===== src/rtl/mem_test_pkg.sv =====
// Shared types and constants for the memory test responder.
// Defaults for widths, refresh FSM states and the test pattern.
package mem_test_pkg;

  localparam int DEF_ADDR_W = 8;
  localparam int DEF_DATA_W = 16;

  localparam logic [15:0] TEST_PATTERN = 16'h5555;

  typedef enum logic {
    ST_NORMAL  = 1'b0,
    ST_REFRESH = 1'b1
  } refresh_state_e;

  // Counters stick at all-ones instead of wrapping.
  function automatic logic [15:0] sat_inc(
    input logic [15:0] v
  );
    return (v == 16'hFFFF) ? v : v + 16'd1;
  endfunction

endpackage


===== src/rtl/mem_resp_rdpipe.sv =====
// Read-latency shift pipeline: valid bit plus data, RD_LAT stages.
// Data in each stage only moves when a valid word moves into it.
module mem_resp_rdpipe #(
  parameter int RD_LAT = 2,
  parameter int DATA_W = 16
) (
  input  logic              clk,
  input  logic              rst,
  input  logic              in_vld,
  input  logic [DATA_W-1:0] in_dat,
  output logic              out_vld,
  output logic [DATA_W-1:0] out_dat
);

  logic [RD_LAT-1:0] vld_q;
  logic [RD_LAT-1:0] vld_d;
  logic [DATA_W-1:0] dat_q [RD_LAT];
  logic [DATA_W-1:0] dat_d [RD_LAT];

  // Shift valid every cycle; hold data unless a valid word arrives.
  always_comb begin
    vld_d = vld_q;
    for (int i = 0; i < RD_LAT; i++) begin
      dat_d[i] = dat_q[i];
    end
    vld_d[0] = in_vld;
    if (in_vld) begin
      dat_d[0] = in_dat;
    end
    for (int i = 1; i < RD_LAT; i++) begin
      vld_d[i] = vld_q[i-1];
      if (vld_q[i-1]) begin
        dat_d[i] = dat_q[i-1];
      end
    end
  end

  // Pipeline registers; reset discards reads in flight.
  always_ff @(posedge clk or posedge rst) begin
    if (rst) begin
      vld_q <= '0;
      for (int i = 0; i < RD_LAT; i++) begin
        dat_q[i] <= '0;
      end
    end else begin
      vld_q <= vld_d;
      for (int i = 0; i < RD_LAT; i++) begin
        dat_q[i] <= dat_d[i];
      end
    end
  end

  assign out_vld = vld_q[RD_LAT-1];
  assign out_dat = dat_q[RD_LAT-1];

endmodule


===== src/rtl/mem_test_responder.sv =====
// Memory-mapped test responder with pipelined reads and refresh stalls.
// Refresh FSM built only when MEM_TEST_RESPONDER_REFRESH_EN is defined.
module mem_test_responder
  import mem_test_pkg::*;
#(
  parameter int ADDR_W         = DEF_ADDR_W,
  parameter int DATA_W         = DEF_DATA_W,
  parameter int RD_LAT         = 2,
  parameter int REFRESH_PERIOD = 64,
  parameter int REFRESH_CYCLES = 4
) (
  input  logic              clk,
  input  logic              rst,
  input  logic              write,
  input  logic              read,
  input  logic [ADDR_W-1:0] address,
  input  logic [DATA_W-1:0] writedata,
  output logic [DATA_W-1:0] readdata,
  output logic              readdatavalid,
  output logic              waitrequest,
  output logic [15:0]       wr_cnt,
  output logic [15:0]       rd_cnt,
  output logic              err
);

  if (RD_LAT < 1 || RD_LAT > 8) begin : g_bad_lat
    $error("RD_LAT out of range");
  end
  if (REFRESH_PERIOD < 4) begin : g_bad_per
    $error("REFRESH_PERIOD too small");
  end
  if (REFRESH_CYCLES < 1 || REFRESH_CYCLES >= REFRESH_PERIOD) begin : g_bad_cyc
    $error("REFRESH_CYCLES out of range");
  end

  localparam int DEPTH = 2 ** ADDR_W;

  logic [DATA_W-1:0] mem_q [DEPTH];

  logic        wreq;
  logic        accept;
  logic        do_wr;
  logic        do_rd;
  logic        rw_clash;
  logic [15:0] wr_cnt_q, wr_cnt_d;
  logic [15:0] rd_cnt_q, rd_cnt_d;
  logic        err_q, err_d;

  assign accept   = (read | write) & ~wreq;
  assign do_wr    = accept & write;
  assign do_rd    = accept & read & ~write;
  assign rw_clash = accept & read & write;

  // Memory array: written on accept, never cleared by reset.
  always_ff @(posedge clk) begin
    if (do_wr) begin
      mem_q[address] <= writedata;
    end
  end

  // Saturating command counters and sticky clash flag.
  always_comb begin
    wr_cnt_d = wr_cnt_q;
    rd_cnt_d = rd_cnt_q;
    err_d    = err_q | rw_clash;
    if (do_wr) begin
      wr_cnt_d = sat_inc(wr_cnt_q);
    end
    if (do_rd) begin
      rd_cnt_d = sat_inc(rd_cnt_q);
    end
  end

  // Counter and flag registers.
  always_ff @(posedge clk or posedge rst) begin
    if (rst) begin
      wr_cnt_q <= '0;
      rd_cnt_q <= '0;
      err_q    <= 1'b0;
    end else begin
      wr_cnt_q <= wr_cnt_d;
      rd_cnt_q <= rd_cnt_d;
      err_q    <= err_d;
    end
  end

  mem_resp_rdpipe #(
    .RD_LAT (RD_LAT),
    .DATA_W (DATA_W)
  ) u_rdpipe (
    .clk     (clk),
    .rst     (rst),
    .in_vld  (do_rd),
    .in_dat  (mem_q[address]),
    .out_vld (readdatavalid),
    .out_dat (readdata)
  );

`ifdef MEM_TEST_RESPONDER_REFRESH_EN
  localparam int CNT_W = $clog2(REFRESH_PERIOD);

  refresh_state_e   state_q, state_d;
  logic [CNT_W-1:0] rcnt_q, rcnt_d;
  logic             wreq_q, wreq_d;

  // Next state: count NORMAL cycles, then stall for the refresh window.
  always_comb begin
    state_d = state_q;
    rcnt_d  = rcnt_q;
    wreq_d  = wreq_q;
    unique case (state_q)
      ST_NORMAL: begin
        if (rcnt_q == CNT_W'(REFRESH_PERIOD - 1)) begin
          state_d = ST_REFRESH;
          rcnt_d  = '0;
          wreq_d  = 1'b1;
        end else begin
          rcnt_d = rcnt_q + CNT_W'(1);
        end
      end
      ST_REFRESH: begin
        if (rcnt_q == CNT_W'(REFRESH_CYCLES - 1)) begin
          state_d = ST_NORMAL;
          rcnt_d  = '0;
          wreq_d  = 1'b0;
        end else begin
          rcnt_d = rcnt_q + CNT_W'(1);
        end
      end
    endcase
  end

  // Refresh FSM registers; waitrequest comes straight from a flop.
  always_ff @(posedge clk or posedge rst) begin
    if (rst) begin
      state_q <= ST_NORMAL;
      rcnt_q  <= '0;
      wreq_q  <= 1'b0;
    end else begin
      state_q <= state_d;
      rcnt_q  <= rcnt_d;
      wreq_q  <= wreq_d;
    end
  end

  assign wreq = wreq_q;
`else
  assign wreq = 1'b0;
`endif

  assign waitrequest = wreq;
  assign wr_cnt      = wr_cnt_q;
  assign rd_cnt      = rd_cnt_q;
  assign err         = err_q;

endmodule


===== config.mk =====
export PLATFORM = sky130hd
export DESIGN_NAME = mem_test_responder
export DESIGN_NICKNAME = d
export VERILOG_FILES = /design/src/rtl/mem_test_pkg.sv /design/src/rtl/mem_resp_rdpipe.sv /design/src/rtl/mem_test_responder.sv
export SDC_FILE = /design/constraint.sdc
export NUM_CORES = 2
export LEC_CHECK = 0
export ABC_AREA = 1
export BUFFER_PORTS_ARGS = -buffer_cell sky130_fd_sc_hd__buf_2
export CAP_MARGIN = 25
export CORE_UTILIZATION = 40
export DETAILED_ROUTE_END_ITERATION = 12
export PLACE_DENSITY = 0.55
export SYNTH_ARGS = -nofsm -noshare
export SYNTH_HDL_FRONTEND = slang
export SYNTH_SLANG_ARGS = --single-unit
export TNS_END_PERCENT = 1

===== constraint.sdc =====
create_clock -name clk -period 2.86 [get_ports clk]
set_input_delay 0.429 -clock clk [delete_from_list [all_inputs] [get_ports clk]]
set_output_delay 0.429 -clock clk [all_outputs]
set_load 0.01 [all_outputs]

==> run_results.csv <==
group,metric,value,unit
routing,met1Wirelength,223000,um
worst_setup_path,worst-endpoint-required,3.76,ns
global_route,grt_max_degree,100,
sta,period_minus_slack,2.59,ns
synth,synth.avg_cell_area,11.2,um2
worst_setup_path,cp-startpoint,"address[0]",
sta,slew-limit-headroom,0.368,
routing,routedWlPerCell,23.8,um
clock_tree,clock_tree_buffer_depth,4,
placement,dpl_cell_area,186000,um2
power_and_ir_drop,cellPowerDensity,661,nW/um2
synth,yosys_register_bits,4163,
finish,register_area,125000,um2
sta,clock.fmax,0.386,GHz
floorplanning,die_x,649,um
sta,clock-skew-final,0.0739,ns
power_and_ir_drop,p_leak,77.0,nW
finish,layout.nets,15939,
synth,synth.distinct_cells,28,
finish,drive_gt1_frac,0.121,
clock_tree,clock_tree_from_tritoncts,"yes",
sta,post-route-worst-setup-slack,0.270,ns
finish,final_cell_area,200000,um2
global_route,grt_antenna_before_repair,25,
routing,drt-pass1-iter-count,6,
outcome,run_status,"completed",
floorplanning,die-height,649,um
floorplanning,die_area,421000,um2
routing,wl_met2,243000,um
placement,placement.setup.worst_slack,-0.612,ns
worst_hold_path,hp-class,"in -> async",
global_route,grt.total_usage,0.242,
clock_tree,cts_sink_cnt,4163,
flow_run,max_cap_violations,0,
worst_setup_path,timing.critical_path.slowest_stage_cell,"sky130_fd_sc_hd__o21ai_0",
worst_setup_path,cpMostUsedCell,"sky130_fd_sc_hd__nand2_1",
global_route,grt_first_pass_wirelength,752000,um
clock_tree,clk_pin_slew_worst_paths,0.06,ns
worst_setup_path,critical_path.endpoint_type,"register",
placement,post-dp-hpwl,330000,um
placement,buffer_ports.inserted,77,
routing,num_vias,111630,
clock_tree,insertion_delay,1.01,ns
worst_setup_path,path_class,"in -> reg",
sta,hold_viol,0,
worst_setup_path,critical_path.startpoint_type,"input port",
sta,number_of_pins_with_negative_max_slew_slack_in_the_final_report,0,
worst_setup_path,critPathBufInv,6,
routing,vias_per_std_cell,5.13,
finish,flow.area_growth_from_synthesis,19.6,%
synth,synthesis.area,167000,um2
placement,gp_routability_congestion,0.888,
clock_tree,ctsRootBufferMaster,"sky130_fd_sc_hd__clkbuf_16",
synth,synth-seq-area-share,0.745,
power_and_ir_drop,vdd_ir_drop_max,558,uV
clock_tree,cts.htree.levels,5,
sta,min_period_over_period,0.906,
floorplanning,initial_core_util,0.402,
routing,drc,0,
finish,final_cell_mix,"sky130_fd_sc_hd__nand2_1, sky130_fd_sc_hd__edfxtp_1, sky130_fd_sc_hd__nor2_1, sky130_fd_sc_hd__buf_4, sky130_fd_sc_hd__clkbuf_16",
finish,number_of_fillers_in_the_final_layout,37186,
power_and_ir_drop,design_power_total,0.132,W
routing,finalWirelength,518000,um
global_route,via_count_of_the_first_global_routing_pass,106414,
sta,setup_viol,0,
worst_setup_path,cpPeakStageDelay,0.68,ns
routing,met3_wirelength,34700,um
synth,synth_nets,14955,
synth,synth_cells,14925,
global_route,global_route.overflow_total,0,
finish,postLayoutCoreUtil,0.480,
clock_tree,cts.repair.resized,0,
routing,drtIter0Drc,11431,
sta,rsz0062_at_grt,"false",
finish,commonest_non_fill_non_tap_cell_in_the_layout,"sky130_fd_sc_hd__nand2_1",
worst_setup_path,critical_path_maximum_fanout,43,
routing,highest-signal-layer,"met5",
worst_setup_path,crit_chain,"buf_8 -> buf_4 -> nor2_4 -> buf_4 -> buf_4 -> buf_12 -> nand2_1 -> nand2_1 -> o21ai_0 -> nand2_1 -> o21ai_0 -> nand2_1 -> nand2_1 -> nand2_1 -> inv_1 -> nand2_1 -> nor2_1 -> nor2_1",
floorplanning,floorplan.io_pins,79,
clock_tree,number_of_clock_buffers_inserted_by_tritoncts,438,
finish,multi_input_area,39300,um2
worst_setup_path,critical_path_arrival,3.49,ns
floorplanning,fp-row-count,237,
floorplanning,core,417000,um2
worst_setup_path,worstReg2RegStart,"mem_q[249][9]",
worst_setup_path,critical_path.top_delay_family,"buffers and inverters",
sta,worstMarginPinSlew,0.938,ns
routing,antenna_violating_nets_post_route,0,
synth,yosysWarningCount,0,
## where the power goes
part | internal, W | switching (W) | leakage (nW) | total [W]
Combinational | 0.00272 | 0.00644 | 32.6 | 0.00916
Sequential | 0.0673 | 0.000283 | 37.6 | 0.0676
Clock | 0.0315 | 0.0240 | 6.75 | 0.0555
## flip-flops by register name, summed over array words and instances (netlist names)
signal	count
err	1
rd_cnt	16
mem_q	4096
wr_cnt	16
u_rdpipe.dat_q	16
u_rdpipe.vld_q	2
u_rdpipe.out_dat	16
## cell usage after synthesis
cell type | number | share of area
sky130_fd_sc_hd__a22oi_1 | 8 | 0.00036
sky130_fd_sc_hd__a21boi_0 | 1 | 0.000045
sky130_fd_sc_hd__edfxtp_1 | 4096 | 0.73
sky130_fd_sc_hd__clkbuf_1 | 409 | 0.0092
sky130_fd_sc_hd__nand2_1 | 7947 | 0.18
sky130_fd_sc_hd__nand2_2 | 1 | 0.000037
sky130_fd_sc_hd__buf_1 | 73 | 0.0016
sky130_fd_sc_hd__nor3_1 | 8 | 0.00024
sky130_fd_sc_hd__nand4_1 | 236 | 0.0088
sky130_fd_sc_hd__nand3_1 | 269 | 0.0080
sky130_fd_sc_hd__inv_1 | 53 | 0.0012
sky130_fd_sc_hd__xnor2_1 | 10 | 0.00052
sky130_fd_sc_hd__nor2_4 | 1 | 0.000067
sky130_fd_sc_hd__conb_1 | 1 | 0.000022
sky130_fd_sc_hd__xor2_1 | 20 | 0.0010
sky130_fd_sc_hd__o21ai_1 | 59 | 0.0018
sky130_fd_sc_hd__clkinv_1 | 2 | 0.000045
sky130_fd_sc_hd__o21ai_0 | 185 | 0.0055
sky130_fd_sc_hd__nor2_1 | 941 | 0.021
sky130_fd_sc_hd__dfrtp_1 | 67 | 0.010
sky130_fd_sc_hd__buf_4 | 24 | 0.0011
sky130_fd_sc_hd__buf_2 | 267 | 0.0080
sky130_fd_sc_hd__a21oi_1 | 223 | 0.0067
sky130_fd_sc_hd__inv_2 | 4 | 0.000090
sky130_fd_sc_hd__mux2_2 | 16 | 0.0011
sky130_fd_sc_hd__buf_6 | 1 | 0.000067
sky130_fd_sc_hd__a21o_1 | 1 | 0.000045
sky130_fd_sc_hd__ha_1 | 2 | 0.00015
## cell type report
cell class | instances | area share
clock buffer | 522 | 0.0569
antenna | 3 | 0.0000375
multi-input combinational | 9929 | 0.196
tap | 5497 | 0.0344
inverter | 59 | 0.00130
timing repair buffer | 1318 | 0.0763
sequential | 4163 | 0.623
clock inverter | 272 | 0.0121
## metal layers
metal,GRT usage,vias to the layer above
li1,-,51950
met5,0,-
met4,0.0774,2
met3,0.0294,752
met1,0.340,55007
met2,0.391,3919
## stage by stage
step	TNS, ns	hold WS, ns	instances
after CTS	0	0.0381	21760
after global placement	-23.83	0.476	20948
final	0	0.115	21763
after detailed placement	-24.93	0.483	20948
after global routing	0	0.0945	21761
after floorplan	0	0.352	14925
## cells by family after synthesis
group / Yosys count / share of synthesized area
buffers and inverters: 833 / 0.0213
other: 1 / 0.0000224
AO/OA/AOI/OAI: 477 / 0.0144
flip-flops: 4163 / 0.745
XOR/XNOR: 30 / 0.00157
adder cells (fa/ha/maj): 2 / 0.000149
AND/OR/NAND/NOR: 9403 / 0.217
multiplexers: 16 / 0.00108
## worst paths after layout
check / to / slack, ns / depth (start not counted)
setup / recovery: u_rdpipe.dat_q[25] / 0.27 / 18
hold / removal: wr_cnt[12] / 0.11 / 3
setup reg to reg: u_rdpipe.dat_q[25] / 0.42 / 12
hold reg to reg: rd_cnt[11] / 0.49 / 1
max in group asynchronous: u_rdpipe.out_dat[15] / 1.91 / 4
min in group clk: err / 0.23 / 3
## worst register-to-register path, stage by stage, from the launching register on
cell and delay (ns):
sky130_fd_sc_hd__edfxtp_1 0.36, sky130_fd_sc_hd__nand2_1 0.07, sky130_fd_sc_hd__a21oi_1 0.08, sky130_fd_sc_hd__o21ai_0 0.18, sky130_fd_sc_hd__nand2_1 0.09, sky130_fd_sc_hd__o21ai_0 0.68, sky130_fd_sc_hd__nand2_1 0.17, sky130_fd_sc_hd__nand2_1 0.15
sky130_fd_sc_hd__nand2_1 0.18, sky130_fd_sc_hd__inv_1 0.17, sky130_fd_sc_hd__nand2_1 0.08, sky130_fd_sc_hd__nor2_1 0.09, sky130_fd_sc_hd__nor2_1 0.04
## what timing repair did
action                                 in CTS  in global routing
hold buffers                               18                  0
buffers inserted                            0                  0
endpoints found under the hold margin     635                  0
Note: power is estimated with default switching activity, not from simulation.
